File: src/rtl/envelope_pkg.sv
// Shared types and helpers for the envelope follower: FSM states, the
// default accumulator fraction and the smoothing step rule.
package envelope_pkg;

    typedef enum logic [1:0] {
        IDLE    = 2'd0,
        ATTACK  = 2'd1,
        HOLD    = 2'd2,
        RELEASE = 2'd3
    } env_state_t;

    localparam int ACC_FRAC_DEF = 8;

    // One smoothing step toward the target: diff >>> shift, but never zero
    // while diff is nonzero, so the accumulator always lands exactly on target.
    function automatic logic signed [31:0] env_step(input logic signed [31:0] diff,
                                                    input logic [3:0]         shift);
        logic signed [31:0] step;
        step = diff >>> shift;
        if (step == 32'sd0 && diff != 32'sd0) begin
            step = (diff < 32'sd0) ? -32'sd1 : 32'sd1;
        end
        return step;
    endfunction

endpackage

File: src/rtl/abs_sat.sv
// Stage 1 of the envelope follower: registered saturating magnitude of the
// signed input sample, truncated to the envelope width.
module abs_sat
    import envelope_pkg::*;
#(
    parameter int DW    = 16,
    parameter int ENV_W = 9
) (
    input  logic                 clk_i,
    input  logic                 arst_n_i,
    input  logic                 valid_i,
    input  logic signed [DW-1:0] data_i,
    output logic                 valid_o,
    output logic [ENV_W-1:0]     mag_o
);

    localparam logic signed [DW-1:0] MIN_S = {1'b1, {(DW-1){1'b0}}};
    localparam logic signed [DW-1:0] MAX_S = {1'b0, {(DW-1){1'b1}}};

    logic             valid_q, valid_d;
    logic [ENV_W-1:0] mag_q, mag_d;
    logic [DW-1:0]    abs_v;

    // Magnitude with the most negative code clamped, then keep the top ENV_W
    // bits below the sign position.
    always_comb begin
        abs_v = data_i;
        if (data_i == MIN_S) begin
            abs_v = MAX_S;
        end else if (data_i[DW-1]) begin
            abs_v = -data_i;
        end
        mag_d   = ENV_W'(abs_v >> (DW - 1 - ENV_W));
        valid_d = valid_i;
    end

    // Stage-1 pipeline register.
    // NOTE: clocked state uses non-blocking assignments so every flop samples
    // the pre-edge values regardless of statement order.
    always_ff @(posedge clk_i or negedge arst_n_i) begin
        if (!arst_n_i) begin
            valid_q <= 1'b0;
            mag_q   <= '0;
        end else begin
            valid_q <= valid_d;
            mag_q   <= mag_d;
        end
    end

    assign valid_o = valid_q;
    assign mag_o   = mag_q;

endmodule

File: src/rtl/envelope_follower.sv
// Envelope follower: recovers a 9-bit gain envelope from audio with attack,
// hold and release ballistics, plus a hysteretic noise-gate flag.
module envelope_follower
    import envelope_pkg::*;
#(
    parameter int DW           = 16,
    parameter int ENV_W        = 9,
    parameter int ACC_FRAC     = ACC_FRAC_DEF,
    parameter int HOLD_SAMPLES = 64
) (
    input  logic                 clk_i,
    input  logic                 arst_n_i,
    input  logic                 sample_tick_i,
    input  logic                 enable_i,
    input  logic signed [DW-1:0] data_i,
    input  logic [3:0]           attack_shift_i,
    input  logic [3:0]           release_shift_i,
    input  logic [ENV_W-1:0]     threshold_i,
    output logic [ENV_W-1:0]     env_o,
    output logic                 env_valid_o,
    output logic                 gate_o
);

    localparam int ACC_W = ENV_W + ACC_FRAC;
    localparam int HCW   = (HOLD_SAMPLES > 0) ? $clog2(HOLD_SAMPLES + 1) : 1;

    logic             s1_valid;
    logic [ENV_W-1:0] s1_mag;
    logic [ACC_W-1:0] tgt;

    logic [ACC_W-1:0] acc_q, acc_d;
    env_state_t       state_q, state_d;
    logic [HCW-1:0]   hold_q, hold_d;
    logic             valid_q, valid_d;
    logic             gate_q, gate_d;

    logic signed [ACC_W:0] diff;
    logic                  rises;
    logic [ACC_W-1:0]      acc_att, acc_rel;
    logic [ENV_W-1:0]      env_next;

    abs_sat #(
        .DW    (DW),
        .ENV_W (ENV_W)
    ) u_abs_sat (
        .clk_i    (clk_i),
        .arst_n_i (arst_n_i),
        .valid_i  (sample_tick_i),
        .data_i   (data_i),
        .valid_o  (s1_valid),
        .mag_o    (s1_mag)
    );

    assign tgt = {s1_mag, {ACC_FRAC{1'b0}}};

    // Candidate accumulator values for an attack step and a release step.
    always_comb begin
        diff    = $signed({1'b0, tgt}) - $signed({1'b0, acc_q});
        rises   = tgt > acc_q;
        acc_att = acc_q + ACC_W'(env_step(32'(diff), attack_shift_i));
        acc_rel = acc_q + ACC_W'(env_step(32'(diff), release_shift_i));
    end

    // Ballistics FSM, accumulator and gate update on each stage-2 valid.
    // NOTE: every variable gets a default first so no path leaves one
    // unassigned, which would otherwise infer a latch.
    always_comb begin
        acc_d    = acc_q;
        state_d  = state_q;
        hold_d   = hold_q;
        gate_d   = gate_q;
        valid_d  = s1_valid;
        env_next = '0;
        if (!enable_i) begin
            acc_d   = '0;
            state_d = IDLE;
            hold_d  = '0;
            gate_d  = 1'b0;
        end else if (s1_valid) begin
            case (state_q)
                IDLE: begin
                    if (rises) begin
                        state_d = ATTACK;
                        acc_d   = acc_att;
                    end
                end
                ATTACK: begin
                    if (rises) begin
                        acc_d = acc_att;
                    end else if (HOLD_SAMPLES == 0) begin
                        state_d = RELEASE;
                    end else begin
                        state_d = HOLD;
                        hold_d  = HCW'(HOLD_SAMPLES);
                    end
                end
                HOLD: begin
                    if (rises) begin
                        state_d = ATTACK;
                        acc_d   = acc_att;
                    end else begin
                        hold_d = hold_q - HCW'(1);
                        if (hold_q <= HCW'(1)) begin
                            state_d = RELEASE;
                        end
                    end
                end
                RELEASE: begin
                    if (rises) begin
                        state_d = ATTACK;
                        acc_d   = acc_att;
                    end else begin
                        acc_d = acc_rel;
                        if (acc_rel == '0) begin
                            state_d = IDLE;
                        end
                    end
                end
                default: begin
                    state_d = IDLE;
                    acc_d   = '0;
                end
            endcase
            env_next = acc_d[ACC_W-1 -: ENV_W];
            if (env_next >= threshold_i) begin
                gate_d = 1'b1;
            end else if (env_next < (threshold_i >> 1)) begin
                gate_d = 1'b0;
            end
        end
    end

    // Stage-2 state register.
    always_ff @(posedge clk_i or negedge arst_n_i) begin
        if (!arst_n_i) begin
            acc_q   <= '0;
            state_q <= IDLE;
            hold_q  <= '0;
            valid_q <= 1'b0;
            gate_q  <= 1'b0;
        end else begin
            acc_q   <= acc_d;
            state_q <= state_d;
            hold_q  <= hold_d;
            valid_q <= valid_d;
            gate_q  <= gate_d;
        end
    end

    assign env_o       = acc_q[ACC_W-1 -: ENV_W];
    assign env_valid_o = valid_q;
    assign gate_o      = gate_q;

endmodule
File: config.mk
export PLATFORM = sky130hd
export DESIGN_NAME = envelope_follower
export DESIGN_NICKNAME = d
export VERILOG_FILES = /design/src/rtl/envelope_pkg.sv /design/src/rtl/abs_sat.sv /design/src/rtl/envelope_follower.sv
export SDC_FILE = /design/constraint.sdc
export NUM_CORES = 1
export LEC_CHECK = 0
export BUFFER_PORTS_ARGS = -buffer_cell sky130_fd_sc_hd__buf_2
export CORE_ASPECT_RATIO = 0.5
export CORE_MARGIN = 5
export CORE_UTILIZATION = 55
export CTS_CLUSTER_SIZE = 28
export DETAILED_ROUTE_END_ITERATION = 12
export GPL_TIMING_DRIVEN = 1
export PLACE_DENSITY = 0.73
export SYNTH_ARGS = -nofsm -noshare
export SYNTH_HDL_FRONTEND = slang
export SYNTH_SLANG_ARGS = --single-unit
File: constraint.sdc
create_clock -name clk_i -period 7.8 [get_ports clk_i]
set_input_delay 0.39 -clock clk_i [delete_from_list [all_inputs] [get_ports clk_i]]
set_output_delay 0.39 -clock clk_i [all_outputs]
set_load 0.05 [all_outputs]
==> run metrics, run 1 <==
Max-Cap Viols 0; Routed Antenna Nets 0; CP Launch Type flip-flop; post-synth top area share 0.130; status finished clean; synthesized area roughly 7300 um2; async set-reset flop share out of synthesis 1.00; Yosys reg bits 38; Clk pin slew, worst setup/hold paths approximately 0.06 ns; Final period util 0.933; worst-margin pin slew 0.874 ns; Power per Cell Area 541 nW/um2; die area ~16000 um2; routed vias/inst 6.82; largest net degree at the start of global routing 42; Ant. Diodes 0; Reg area 952 um2; Final Wtd Congestion 1.04; vias in the first global route roughly 7400; DRC viols 0; First DRT Iteration DRCs 973; data required time of the worst path ~8 ns; starting density of the core 0.569; total CTS buffers 5; placed cell count 1176; die width 173 um; ranking of synthesized cells by area dfrtp_1, ha_1, a21oi_1; hold endpoint u_abs_sat.valid_o; Final Hold Viols 0; total power 4.35 mW; peak fanout along the critical path 10; post-synthesis sequential area ratio 0.130; CP Capture Type flip-flop; HPWL after DPL 20.9 mm; Bufs on Longest Clock Path 2; Final nets 1120; io pins 48; non-filler cells, final 1186; Final Critical Period 7.28 ns; Rows 29; leak pwr 3.65 nW; FF-to-FF path depth 27; CTS sink cnt 38; Detailed Route WL around 26 mm; Root Driver clkbuf_16; CTS tree yes; FF-to-FF End gate_o; initial antenna violation count 0; final setup vio count 0; die height 91.5 um; Min-Delay Startpoint sample_tick_i; Clk Latency, worst-skew pair 0.28 ns; Pins Over Slew Limit 0; Yosys cell types 90; hold depth 1; R2R Setup Slk 0.52 ns; Reg-to-Reg Start acc_q[11]; FILL cells approximately 1200; area grow syn2layout 10.1%; critical path arrival 7.49 ns; worst hold path type primary input to flip-flop; leading area contributor after synthesis dfrtp_1; Multi-input gate area ~6000 um2; Hold WS 0.214 ns; GRT Util Overall 0.317; CORE AREA 12800 um2; Mapped Cells 988; Post-Syn Nets between 1000 and 1500; share of layout cells above drive strength 1 0.168; routed len/inst 22.0 um; worst IR drop on VDD 0.000297 V; DRT Pass-1 Iters 8; EDFF count, synth 0; WS Path Type flip-flop to flip-flop; Slew headroom 0.417; # port buffers 47; Clock Skew 0.00373 ns; Synth Warn # 0; GRT overflow 0; Avg Cell Area, Syn 7.40 um2; H-tree Lvls 2; Fmax achieved 137 MHz; Post-synth top flop dfrtp_1; Via Count 8091; wire length of the first global-routing pass 40.8 mm
[critical path, stage by stage, from the launching register on]
cell,delay (ns)
dfrtp_1,0.43
inv_1,0.08
ha_2,0.42
nand4_1,0.20
or4_4,0.58
and4_1,0.29
or2_4,0.28
mux2_2,0.28
mux4_2,0.50
o211ai_2,0.16
nor4_2,0.07
a31o_1,0.31
ha_1,0.24
a211oi_1,0.39
o211ai_1,0.22
a2111oi_0,0.50
buf_4,0.20
nor4_1,0.05
o31ai_1,0.29
xor2_1,0.32
nor2_1,0.07
a211oi_1,0.30
nor2_1,0.14
ha_1,0.29
o21ai_0,0.08
o21ai_0,0.24
a22oi_1,0.12
a31oi_1,0.15
[cells in the mapped netlist (all sizes together), types with 9 or more instances]
| library cell | number |
|---|---|
| nand2 | 85 |
| nor2 | 82 |
| ha | 66 |
| a21oi | 65 |
| clkbuf | 56 |
| inv | 53 |
| o21ai | 46 |
| nor3 | 44 |
| dfrtp | 38 |
| a21o | 27 |
| nand3 | 25 |
| xor2 | 25 |
| a31oi | 22 |
| mux2i | 22 |
| a211oi | 21 |
| o31ai | 19 |
| buf | 18 |
| nor4 | 15 |
| mux2 | 14 |
| o211ai | 13 |
| or3 | 13 |
| xnor2 | 13 |
| nand2b | 12 |
| nand4 | 12 |
| or2 | 11 |
| mux4 | 10 |
| a221oi | 9 |
| nor2b | 9 |
| o21a | 9 |
[worst max-delay path by stage]
stage | start | to | slack (ns) | depth (start not counted)
after floorplan | acc_q[11] | gate_o | 1.19 | 32
after global placement | acc_q[1] | gate_o | 0.46 | 30
after detailed placement | acc_q[1] | gate_o | 0.15 | 30
after CTS | acc_q[1] | gate_o | 0.17 | 30
after global routing | acc_q[1] | gate_o | -0.003 | 28
final | acc_q[11] | gate_o | 0.52 | 27
[cell families after synthesis]
family	share of synthesized area
xor+xnor	0.0455
mux	0.0825
fa+ha+maj	0.118
flops	0.130
buf+inv	0.0720
compound gates	0.305
simple gates	0.247
[report_power, final]
part / switching [mW] / internal [mW] / total (mW)
sequential: 0.0688 / 0.245 / 0.313
combinational: 2.30 / 1.47 / 3.77
clock: 0.0845 / 0.184 / 0.268
total: 2.46 / 1.90 / 4.35
[cell type report]
cell class / instances / share of cell area
Inverter: 54 / 0.0252
Multi-Input combinational cell: 822 / 0.733
Tap cell: 170 / 0.0264
Clock buffer: 5 / 0.0155
Clock inverter: 3 / 0.00855
Timing Repair Buffer: 94 / 0.0731
Sequential cell: 38 / 0.118
[cell usage in the layout, fill, tap and decap left out, types with 6 or more instances in the layout]
master / synthesis / final
inv_1: 53 / 52
dfrtp_1: 38 / 37
xor2_1: 25 / 25
mux4_2: 10 / 10
or4_1: 7 / 6
o21a_1: 9 / 9
a21o_1: 27 / 27
o31ai_1: 18 / 18
nand2b_1: 12 / 12
nand4_1: 12 / 12
xnor2_1: 13 / 13
or3_1: 13 / 13
a221oi_1: 9 / 9
a21oi_1: 65 / 63
nor3_1: 42 / 42
a211oi_1: 21 / 19
and2_1: 6 / 6
o22ai_1: 8 / 8
ha_1: 66 / 63
or2_2: 9 / 8
nor2b_1: 9 / 9
nor4_1: 14 / 13
mux2_2: 14 / 14
buf_4: 9 / 47
a31oi_1: 21 / 19
mux2i_1: 22 / 22
o21ai_0: 44 / 43
buf_2: 4 / 47
nand3_1: 25 / 25
o311ai_0: 7 / 7
nand2_1: 85 / 85
nor2_1: 81 / 81
o211ai_1: 12 / 12
[metrics by stage]
| stage | setup slack, ns | TNS, ns | instance area [um2] | util |
|---|---|---|---|---|
| final | 0.519 | 0 | 8050 | 0.627 |
| after floorplan | 1.19 | 0 | 7310 | - |
| after global placement | 0.462 | 0 | 7780 | 0.606 |
| after global routing | -0.00290 | -0.00290 | 8050 | 0.627 |
| after detailed placement | 0.154 | 0 | 7780 | 0.606 |
| after CTS | 0.169 | 0 | 7970 | 0.621 |
[repair_timing]
action	CTS	global route
hold buffers	0	0
setup buffers	0	2
gates resized for setup	0	18
setup endpoints to repair	0	1
[per-layer routing]
layer  track usage  routed length, um
met5             0                  0
met4        0.0869                754
met3        0.0988               3290
met2         0.465              10500
met1         0.450              11600
[registers in the layout, summed over array words and instances, names as in the netlist]
signal	count
gate_o	1
u_abs_sat.valid_o	1
u_abs_sat.mag_o	9
env_valid_o	1
hold_q	7
state_q	2
acc_q	17
No activity file was read; power rests on OpenSTA's default activity.
==> run 2, diff against run 1 <==
--- a/config.mk
+++ b/config.mk
@@ -5,14 +5,14 @@
 export SDC_FILE = /design/constraint.sdc
 export NUM_CORES = 1
 export LEC_CHECK = 0
-export BUFFER_PORTS_ARGS = -buffer_cell sky130_fd_sc_hd__buf_2
 export CORE_ASPECT_RATIO = 0.5
 export CORE_MARGIN = 5
 export CORE_UTILIZATION = 55
 export CTS_CLUSTER_SIZE = 28
 export DETAILED_ROUTE_END_ITERATION = 12
-export GPL_TIMING_DRIVEN = 1
-export PLACE_DENSITY = 0.73
+export DONT_BUFFER_PORTS = 1
+export GPL_TIMING_DRIVEN = 0
+export PLACE_DENSITY = 0.7
 export SYNTH_ARGS = -nofsm -noshare
 export SYNTH_HDL_FRONTEND = slang
 export SYNTH_SLANG_ARGS = --single-unit
==> run 2 against run 1 <==
  * Non-clock buffer count shrank 15
  * Hold slack got worse by 0.080 ns
  * Setup slack got worse by 0.24 ns
  * Clock skew rose by 0.0030 ns
  * Clock-buffer cell count is the same
  * First-iteration DRC count up 12%
  * Core utilization is 0.12 points lower
  * Final cell count down 1.3%
  * Sequential share of layout area up 0.10 points
  * Critical path depth rose by 4
  * Largest cell class unchanged
==> run metrics, run 2 (synthesis gave the netlist of run 1 again) <==
critical path arrival 7.66 ns (+0.17 ns); wire length of the first global-routing pass 41.1 mm (+0.80%); First DRT Iteration DRCs 1087 (+12%); Slew headroom 0.415 (-0.00187); Crit-path slowest cell or4_4; Final Wtd Congestion 1.01 (-3.2%); DRT Pass-1 Iters 6 (-2); # port buffers 0 (-100%); Ant. Diodes 0 (unchanged); Crit path top cell by count a21o_1; hold depth 0 (-1); final setup vio count 0 (unchanged); H-tree Lvls 2 (unchanged); dpl ws -0.814 ns (-0.968 ns); starting density of the core 0.569 (unchanged); Final nets 1105 (-1.3%); largest net degree at the start of global routing 39 (-7.1%); area grow syn2layout 9.85%; commonest cells after routing, fill and taps aside nand2_1, nor2_1, a21oi_1; peak fanout along the critical path 10 (unchanged); FF-to-FF path depth 31 (+15%); initial antenna violation count 0 (unchanged); routed len/inst 23.0 um (+4.2%); CP Launch Type flip-flop; worst-margin pin slew 0.869 ns (-0.00521 ns); Detailed Route WL 26.9 mm (+2.9%); slowest stage delay, CP 0.58 ns (about the same); Pins Over Slew Limit 0 (unchanged); setup TNS 0 ns (unchanged); non-filler cells, final 1171 (-1.3%); share of layout cells above drive strength 1 0.134 (-0.0344); Rows 29 (unchanged); worst hold path type primary input to flip-flop; CTS tree yes; Clk pin slew, worst setup/hold paths 0.06 ns (about the same); HPWL after DPL 21.2 mm (+1.4%); commonest non-fill, non-tap cell in the layout nand2_1; GRT Util Overall 0.322 (+0.00446); CTS sink cnt 38 (unchanged); status finished clean; total CTS buffers 5 (unchanged); Bufs on Longest Clock Path 2 (unchanged); final core utilization 0.625 (-0.00117); routed vias/inst 7.06 (+3.4%); Clk Latency, worst-skew pair 0.29 ns (about the same); die area 15800 um2 (unchanged); vias in the first global route 7372 (-0.45%); Final Hold Viols 0 (unchanged); DRC viols 0 (unchanged); Routed Antenna Nets 0 (unchanged); CP Capture Type flip-flop; Final period util 0.964 (+0.0302); Root Driver clkbuf_16; data required time of the worst path 7.94 ns (-0.07 ns); Final Critical Period 7.52 ns (+0.236 ns); WS Path Type flip-flop to flip-flop; GRT overflow 0 (unchanged); Max-Cap Viols 0 (unchanged); Fmax achieved 133 MHz (-3.1%); Top reg by flops acc_q; final setup margin 0.283 ns (-0.236 ns); Clock Skew 0.00669 ns (+0.00296 ns); die width 173 um (unchanged); Via Count 8264 (+2.1%); number of flip-flops in the largest register 17 (unchanged); io pins 48 (unchanged); placed cell count 1159 (-1.4%); CORE AREA 12800 um2 (unchanged); die height 91.5 um (unchanged)
==> run 2: cell count changes in the layout (fill, tap and decap cells not counted), sizes merged <==
cell,change
clkbuf,+48
buf,-64
dlygate4sd3,+1
==> run 2: area by class of cell <==
| type | count | area [um2] |
|---|---|---|
| inverter | 54 | 205 |
| clock inverter | 3 | 68.8 |
| sequential | 38 | 958 |
| buffer | 66 | 299 |
| fill | 1165 | 4810 |
| timing repair buffer | 13 | 110 |
| multi-input combinational | 822 | 6050 |
| tap | 170 | 213 |
| clock buffer | 5 | 125 |
==> run 2: worst max-delay path, delay by kind of cell, from the launching register on <==
| kind | cells | cell delay (ns) |
|---|---|---|
| adders and majority gates | 4 | 1.34 |
| buffers and inverters | 3 | 0.39 |
| muxes | 2 | 0.64 |
| and+or+nand+nor | 7 | 1.63 |
| AOI/OAI and AO/OA | 15 | 2.91 |
| DFF | 1 | 0.45 |
==> run 2: per-stage QoR <==
| stage | instance area (um2) | hold WS (ns) |
|---|---|---|
| 6_report | 8030 | 0.134 |
| 2_1_floorplan | 7310 | 0.0944 |
| 3_3_place_gp | 7530 | 0.0955 |
| 3_5_place_dp | 7530 | 0.0953 |
| 5_1_grt | 8030 | 0.129 |
| 4_1_cts | 7830 | 0.131 |
==> run 2: metal layers <==
layer  global-route usage  vias to the layer above  routed length [um]
met5                    0                        -                   0
met4               0.0750                        0                 617
met3               0.0967                       73                3480
met2                0.464                      531               10700
met1                0.470                     3894               12100
li1                     -                     3766                   -
==> run 2: timing repair <==
item,4_1_cts,5_1_grt
pin swaps,1,5
setup buffers,2,8
endpoints found under the hold margin,38,0
resized for setup,17,45
setup endpoints to repair,1,1
gates cloned,0,0
hold buffers,2,0
==> run 2: final timing paths <==
kind / from / slack [ns] / to
worst max-delay path: acc_q[11] / 0.28 / gate_o
worst min-delay path: sample_tick_i / 0.13 / u_abs_sat.valid_o
worst max register to register: acc_q[11] / 0.28 / gate_o
worst min register to register: u_abs_sat.valid_o / 0.38 / env_valid_o
max in group asynchronous: arst_n_i / 7.03 / acc_q[1]
min in group asynchronous: arst_n_i / 0.57 / acc_q[15]
Power of run 2 is left out: the tool's default activity adds up to more than one toggle a clock period on the data nets, which glitch-free logic cannot reach.
